==> src/rtl/rv32i_multicycle_controller.sv <==
// Multi-cycle RV32I sequencer: FETCH/DECODE/EXEC/MEM/WB with memory handshakes, watchdog and retire counter.
// Latency: 3 (branch/jump), 4 (ALU/LUI/AUIPC/store), 5 (load) cycles with zero-wait memories.
// Backpressure: stalls in FETCH/MEM until imem_ready/dmem_ready; halts with bus_error after MEM_TIMEOUT cycles.
module rv32i_multicycle_controller #(
  parameter int MEM_TIMEOUT     = 16,
  parameter bit TRAP_ON_ILLEGAL = 1'b1,
  parameter int CNT_W           = 32
) (
  input  logic             clk,
  input  logic             rst,
  input  logic [6:0]       opcode,
  input  logic [2:0]       funct3,
  input  logic [6:0]       funct7,
  input  logic             imem_ready,
  input  logic             dmem_ready,
  output logic             imem_req,
  output logic             dmem_req,
  output logic             ir_write,
  output logic             pc_write,
  output logic             reg_write,
  output logic [2:0]       wb_sel,
  output logic             alu_src,
  output logic [1:0]       alu_op,
  output logic             use_pc_as_alu_a,
  output logic             mem_read,
  output logic             mem_write,
  output logic             branch,
  output logic             jump,
  output logic             jalr,
  output logic [2:0]       state,
  output logic             halted,
  output logic             illegal_instr,
  output logic             bus_error,
  output logic [CNT_W-1:0] retire_count
);

  localparam logic [2:0] S_BOOT   = 3'd0;
  localparam logic [2:0] S_FETCH  = 3'd1;
  localparam logic [2:0] S_DECODE = 3'd2;
  localparam logic [2:0] S_EXEC   = 3'd3;
  localparam logic [2:0] S_MEM    = 3'd4;
  localparam logic [2:0] S_WB     = 3'd5;
  localparam logic [2:0] S_HALT   = 3'd6;

  localparam logic [6:0] OPC_OP     = 7'b0110011;
  localparam logic [6:0] OPC_OPIMM  = 7'b0010011;
  localparam logic [6:0] OPC_LOAD   = 7'b0000011;
  localparam logic [6:0] OPC_STORE  = 7'b0100011;
  localparam logic [6:0] OPC_BRANCH = 7'b1100011;
  localparam logic [6:0] OPC_JAL    = 7'b1101111;
  localparam logic [6:0] OPC_JALR   = 7'b1100111;
  localparam logic [6:0] OPC_LUI    = 7'b0110111;
  localparam logic [6:0] OPC_AUIPC  = 7'b0010111;

  // Watchdog counter only needs to reach MEM_TIMEOUT-1
  localparam int            WD_W    = (MEM_TIMEOUT > 1) ? $clog2(MEM_TIMEOUT) : 1;
  localparam logic [WD_W-1:0] WD_LAST = WD_W'((MEM_TIMEOUT > 0) ? MEM_TIMEOUT - 1 : 0);

  logic [2:0]       r_state;
  logic [2:0]       w_state_nxt;
  logic [WD_W-1:0]  r_wd_cnt;
  logic             r_halted;
  logic             r_illegal;
  logic             r_bus_err;
  logic [CNT_W-1:0] r_retire_cnt;

  logic       w_is_load, w_is_store, w_is_branch, w_is_jal, w_is_jalr, w_known;
  logic       w_dec_alu_src, w_dec_use_pc;
  logic [1:0] w_dec_alu_op;
  logic [2:0] w_dec_wb_sel;
  logic       w_timeout, w_retire, w_set_illegal, w_set_bus_err;

  // funct3/funct7 belong to the datapath; they never influence sequencing
  logic w_unused_funct;
  assign w_unused_funct = ^{funct3, funct7};

  assign w_is_load   = (opcode == OPC_LOAD);
  assign w_is_store  = (opcode == OPC_STORE);
  assign w_is_branch = (opcode == OPC_BRANCH);
  assign w_is_jal    = (opcode == OPC_JAL);
  assign w_is_jalr   = (opcode == OPC_JALR);

  assign w_timeout = (MEM_TIMEOUT > 0) && (r_wd_cnt == WD_LAST);

  // Per-opcode static decode and legality check
  always_comb begin
    w_known       = 1'b1;
    w_dec_alu_src = 1'b0;
    w_dec_alu_op  = 2'b00;
    w_dec_use_pc  = 1'b0;
    w_dec_wb_sel  = 3'b000;
    case (opcode)
      OPC_OP:     w_dec_alu_op = 2'b10;
      OPC_OPIMM:  begin w_dec_alu_src = 1'b1; w_dec_alu_op = 2'b11; end
      OPC_LOAD:   begin w_dec_alu_src = 1'b1; w_dec_wb_sel = 3'b001; end
      OPC_STORE:  w_dec_alu_src = 1'b1;
      OPC_BRANCH: w_dec_alu_op = 2'b01;
      OPC_JAL:    w_dec_wb_sel = 3'b010;
      OPC_JALR:   begin w_dec_alu_src = 1'b1; w_dec_wb_sel = 3'b010; end
      OPC_LUI:    w_dec_wb_sel = 3'b011;
      OPC_AUIPC:  begin w_dec_alu_src = 1'b1; w_dec_use_pc = 1'b1; w_dec_wb_sel = 3'b100; end
      default:    w_known = 1'b0;
    endcase
  end

  // State register
  always_ff @(posedge clk or posedge rst) begin
    if (rst) r_state <= S_BOOT;
    else     r_state <= w_state_nxt;
  end

  // Next-state logic; unused encodings fall back to BOOT
  always_comb begin
    w_state_nxt = r_state;
    case (r_state)
      S_BOOT:   w_state_nxt = S_FETCH;
      S_FETCH: begin
        if (imem_ready)     w_state_nxt = S_DECODE;
        else if (w_timeout) w_state_nxt = S_HALT;
      end
      S_DECODE: begin
        if (w_known)              w_state_nxt = S_EXEC;
        else if (TRAP_ON_ILLEGAL) w_state_nxt = S_HALT;
        else                      w_state_nxt = S_FETCH;
      end
      S_EXEC: begin
        if (w_is_branch || w_is_jal || w_is_jalr) w_state_nxt = S_FETCH;
        else if (w_is_load || w_is_store)         w_state_nxt = S_MEM;
        else                                      w_state_nxt = S_WB;
      end
      S_MEM: begin
        if (dmem_ready)     w_state_nxt = w_is_load ? S_WB : S_FETCH;
        else if (w_timeout) w_state_nxt = S_HALT;
      end
      S_WB:     w_state_nxt = S_FETCH;
      S_HALT:   w_state_nxt = S_HALT;
      default:  w_state_nxt = S_BOOT;
    endcase
  end

  // Output strobes from state and handshake inputs
  always_comb begin
    imem_req        = 1'b0;
    dmem_req        = 1'b0;
    ir_write        = 1'b0;
    pc_write        = 1'b0;
    reg_write       = 1'b0;
    mem_read        = 1'b0;
    mem_write       = 1'b0;
    branch          = 1'b0;
    jump            = 1'b0;
    jalr            = 1'b0;
    alu_src         = 1'b0;
    alu_op          = 2'b00;
    use_pc_as_alu_a = 1'b0;
    wb_sel          = 3'b000;
    w_retire        = 1'b0;
    w_set_illegal   = 1'b0;
    w_set_bus_err   = 1'b0;
    if (r_state == S_EXEC || r_state == S_MEM || r_state == S_WB) begin
      alu_src         = w_dec_alu_src;
      alu_op          = w_dec_alu_op;
      use_pc_as_alu_a = w_dec_use_pc;
      wb_sel          = w_dec_wb_sel;
    end
    case (r_state)
      S_FETCH: begin
        imem_req      = 1'b1;
        ir_write      = imem_ready;
        w_set_bus_err = !imem_ready && w_timeout;
      end
      S_DECODE: begin
        if (!w_known) begin
          if (TRAP_ON_ILLEGAL) begin
            w_set_illegal = 1'b1;
          end else begin
            pc_write = 1'b1;
            w_retire = 1'b1;
          end
        end
      end
      S_EXEC: begin
        if (w_is_branch || w_is_jal || w_is_jalr) begin
          branch   = w_is_branch;
          jump     = w_is_jal;
          jalr     = w_is_jalr;
          reg_write = w_is_jal || w_is_jalr;
          pc_write = 1'b1;
          w_retire = 1'b1;
        end
      end
      S_MEM: begin
        dmem_req      = 1'b1;
        mem_read      = w_is_load;
        mem_write     = w_is_store;
        pc_write      = dmem_ready && w_is_store;
        w_retire      = dmem_ready && w_is_store;
        w_set_bus_err = !dmem_ready && w_timeout;
      end
      S_WB: begin
        reg_write = 1'b1;
        pc_write  = 1'b1;
        w_retire  = 1'b1;
      end
      default: ;
    endcase
  end

  // Watchdog: clear on entry to a wait state, count cycles without ready
  always_ff @(posedge clk or posedge rst) begin
    if (rst) begin
      r_wd_cnt <= '0;
    end else if ((w_state_nxt != r_state) && (w_state_nxt == S_FETCH || w_state_nxt == S_MEM)) begin
      r_wd_cnt <= '0;
    end else if ((MEM_TIMEOUT > 0) && !w_timeout &&
                 ((r_state == S_FETCH && !imem_ready) || (r_state == S_MEM && !dmem_ready))) begin
      r_wd_cnt <= r_wd_cnt + WD_W'(1);
    end
  end

  // Sticky halt flags and retired-instruction counter
  always_ff @(posedge clk or posedge rst) begin
    if (rst) begin
      r_halted     <= 1'b0;
      r_illegal    <= 1'b0;
      r_bus_err    <= 1'b0;
      r_retire_cnt <= '0;
    end else begin
      if (w_state_nxt == S_HALT) r_halted  <= 1'b1;
      if (w_set_illegal)         r_illegal <= 1'b1;
      if (w_set_bus_err)         r_bus_err <= 1'b1;
      if (w_retire)              r_retire_cnt <= r_retire_cnt + CNT_W'(1);
    end
  end

  assign state         = r_state;
  assign halted        = r_halted;
  assign illegal_instr = r_illegal;
  assign bus_error     = r_bus_err;
  assign retire_count  = r_retire_cnt;

endmodule

==> config.mk <==
export PLATFORM = sky130hd
export DESIGN_NAME = rv32i_multicycle_controller
export DESIGN_NICKNAME = d
export VERILOG_FILES = /design/src/rtl/rv32i_multicycle_controller.sv
export SDC_FILE = /design/constraint.sdc
export NUM_CORES = 1
export LEC_CHECK = 0
export ABC_AREA = 1
export CAP_MARGIN = 20
export CELL_PAD_IN_SITES_DETAIL_PLACEMENT = 0
export CELL_PAD_IN_SITES_GLOBAL_PLACEMENT = 1
export CORE_MARGIN = 2
export CORE_UTILIZATION = 34
export CTS_CLUSTER_SIZE = 25
export DETAILED_ROUTE_END_ITERATION = 12
export PLACE_DENSITY_LB_ADDON = 0.1
export SYNTH_ARGS = -nofsm -noshare
export SYNTH_HDL_FRONTEND = slang
export SYNTH_SLANG_ARGS = --single-unit
export TNS_END_PERCENT = 1
==> constraint.sdc <==
create_clock -name clk -period 1.85 [get_ports clk]
set_input_delay 0.37 -clock clk [delete_from_list [all_inputs] [get_ports clk]]
set_output_delay 0.37 -clock clk [all_outputs]
set_load 0.01 [all_outputs]
==> impl_results.md <==
* Status: finished with violations
* Violated checks: negative setup slack
* GRT Total Usage at 0.197
* IO Port Bufs at 65
* Least-Margin Pin Slew at approximately 0.41 ns
* Syn nets at 395
* DRT Wirelength at 7.91 mm
* Post-synthesis cell type count at 27
* # DRC at 0
* Non-filler cells, final at between 600 and 700
* Worst Setup EP: branch
* IO Pins at 76
* Routed vias/inst at 4.61
* Number of global-route vias before repair at 2811
* Reg2Reg Depth at 12
* Num CTS Buffers at 5
* Endpoints failing hold at 0
* ANT cells at 0
* Max-cap violation count at 0
* Ys Warns at 0
* Die height at 92.7 um
* Sequential power share at 0.278
* Setup crit start: state[2]
* Clk pwr share at 0.228
* Largest family of logic cells by synthesized area: simple AND/OR/NAND/NOR gates
* Critical Path End Type: output pin
* Placed cell area at 3890 um^2
* Reg2Reg Launch Point: state[1]
* Max frequency at 0.503 GHz
* # hold bufs at CTS at 0
* Netlist Area Pre-Place at 2680 um^2
* Core area at 7690 um^2
* Adder-cell share of the synthesized area at 0.00935
* Switching Fraction at 0.366
* CP max stage cell: dfrtp_1
* Post-detail-place hpwl at 5.93 mm
* FF/Latch Area at roughly 1100 um^2
* Crit path top cell by count: buf_6
* Area Overhead vs Synth at 58.0%
* Fill cells at about 800
* Area of the multi-input gates at between 1500 and 2000 um^2
* Startpoint Class: flop
* Post-synthesis sequential area ratio at 0.393
* P_int at 2.53 mW
* Post-synthesis mux area share at 0.00374
* Simple-Gate Fraction of Synth Area at 0.366
* Mapped Cells at 372
* ANT nets after route at 0
* Initial antenna violation count at 0
* First-pass GRT wire length at between 10 and 15 mm
* Period minus WS final at 1.99 ns
* DR iter-0 viols at 109
* Power Dens Cells at 944 nW/um^2
* Hold crit path type: primary input to async pin
* DIE AREA at ~8600 um^2
* Total design power at 3.99 mW
* Flops & latches, synth at between 40 and 50
* Via count at 2810
* Finish-stage setup viols at 9
* Die W at 92.7 um
* Worst-path clk slew at 0.09 ns
* Initial Util at 0.348
* TritonCTS clock tree: built
* RSZ-0062 raised after global routing: true
* Max transition margin at 0.721
* Count of final max-slew check failures at 0
* Switching Power at between 1 and 1.5 mW
* Clock Root Buffer: clkbuf_8
* Pre-CTS setup slack at -0.719 ns
* Fin nets at 529
* Wire length per cell at 13.0 um
* Xor and xnor area share after synthesis at 0.108
* Final setup margin at -0.137 ns
* Final Cell Area at 4230 um^2
* Critical Path RT at 1.48 ns
* Reg2reg end: retire_count[21]
* Row cnt at 32
* GRT Residual Overflow at 0
* Compound-Gate Fraction of Synth Area at 0.0454
* Htree depth at 2
* Crit-path max FO at 4
* Leakage at 2.06 nW
* Num Clock Sinks at 42
* Final worst path period share at 1.07
* Layout cells sized above 1 at 0.292
* CTS max path bufs at 2
* Logic pwr share at 0.493
* Placer's final routability congestion estimate at 0.865
* Final Skew at 0.00703 ns
* Skew-Pair Late Insertion Delay at 0.29 ns
* R2R setup slack at 0.05 ns
* Largest net degree at the start of global routing at 43
* Crit-path cells: buf_6, nor3_4, buf_6, nand3_2, buf_4, inv_1, buf_2
* Crit Path Class: flop to output pin
* DR pass1 iterations at 4
* Worst EP arrival at 1.62 ns
* CP peak stage delay at 0.40 ns
* Peak VDD IR at 0.494 mV
* Post-placement cell count at 596
* Post-synthesis average cell area at 7.19 um^2
## registers in the layout (all words and copies together) (netlist names)
signal	flops
r_wd_cnt	4
retire_count	32
illegal_instr	1
halted	1
bus_error	1
state	3
## critical path, delay by kind of cell (launching register included)
family,cells,cell delay [ns]
buffers and inverters,5,0.60
AND/OR/NAND/NOR,2,0.32
flip-flops,1,0.40
## stage by stage
step	utilization	hold slack, ns	TNS (ns)
global route	0.550	0.464	-3.10
CTS	0.533	0.446	-1.51
floorplan	-	0.493	0
global placement	0.507	0.451	-20.58
finish	0.550	0.445	-0.749
detailed placement	0.507	0.449	-22.11
## cell usage after synthesis
master    instances  area share
nand2_1         109        0.15
nor2_1           51       0.072
dfrtp_1          42        0.39
inv_1            40       0.056
nand3_1          29       0.054
xnor2_1          18       0.059
xor2_1           15       0.049
nand4_1          10       0.023
nor3_1           10       0.019
a21oi_1           9       0.017
o21ai_0           8       0.015
inv_2             4      0.0056
nor3_2            4       0.015
nor4_1            4      0.0094
nor2_4            3       0.013
a21o_1            2      0.0056
buf_2             2      0.0037
ha_1              2      0.0094
nor3b_1           2      0.0056
a21boi_0          1      0.0028
buf_4             1      0.0028
buf_6             1      0.0042
inv_4             1      0.0023
mux2i_1           1      0.0037
nor2_2            1      0.0023
o21ai_1           1      0.0019
o21ai_2           1      0.0033
## metal layers
layer,wire (um),part of all wire,global-route usage
met2,3570,0.45,0.305
met4,50,0.0063,0.0392
met3,320,0.040,0.0309
met5,0,0,0
met1,3970,0.50,0.294
## cell type report
class | instances | area share
inverters | 45 | 0.0411
repair buffers | 131 | 0.263
clock inverters | 2 | 0.0142
clock buffers | 6 | 0.0195
multi-input cells | 281 | 0.383
flip-flops and latches | 42 | 0.249
well taps | 102 | 0.0302
## power by group through the flow
stage          Combinational (mW)  Clock [mW]  Sequential (mW)
2_1_floorplan               0.765           0             1.21
3_5_place_dp                 1.72           0             1.14
4_1_cts                      1.80       0.933             1.11
3_3_place_gp                 1.71           0             1.13
6_report                     1.97       0.911             1.11
5_1_grt                      2.17       0.974             1.13
## kinds of logic (layout without fill, tap and decap cells)
logic type | Yosys count | in the layout
AO/OA/AOI/OAI | 22 | 22
XOR/XNOR | 33 | 33
adder cells (fa/ha/maj) | 2 | 2
buffers and inverters | 49 | 184
flip-flops | 42 | 42
multiplexers | 1 | 1
AND/OR/NAND/NOR | 223 | 223
## layout by cell type, fill, tap and decap left out, types with 3 or more instances in the layout
cell type and n:
buf_2 9, nor2_4 6, xnor2_1 18, nor3_1 6, nand3_1 23, nor3_4 3, a21oi_1 9, dlygate4sd2_1 8
nand4_1 10, nand2_2 9, nand3_2 5, inv_2 10, nand2_1 98, nor4_1 3, o21ai_0 6, clkbuf_8 6
dfrtp_1 42, clkdlybuf4s50_1 40, xor2_1 15, nor3_2 5, nor2_2 10, buf_6 7, nor2_1 39, buf_4 62
inv_1 33
## repair_timing
| item | CTS | global route |
|---|---|---|
| pin swaps | 6 | 7 |
| setup endpoints to repair | 40 | 41 |
| resized for setup | 78 | 57 |
| buffers inserted | 2 | 3 |
## worst min path at each step
stage,endpoint,slack [ns],from,cells after the start
2_1_floorplan,bus_error,0.49,bus_error,1
5_1_grt,r_wd_cnt[1],0.46,rst,3
4_1_cts,r_wd_cnt[1],0.45,rst,3
6_report,r_wd_cnt[1],0.45,rst,3
3_3_place_gp,illegal_instr,0.45,illegal_instr,2
3_5_place_dp,illegal_instr,0.45,illegal_instr,2
Note: power is estimated with default switching activity, not from simulation.
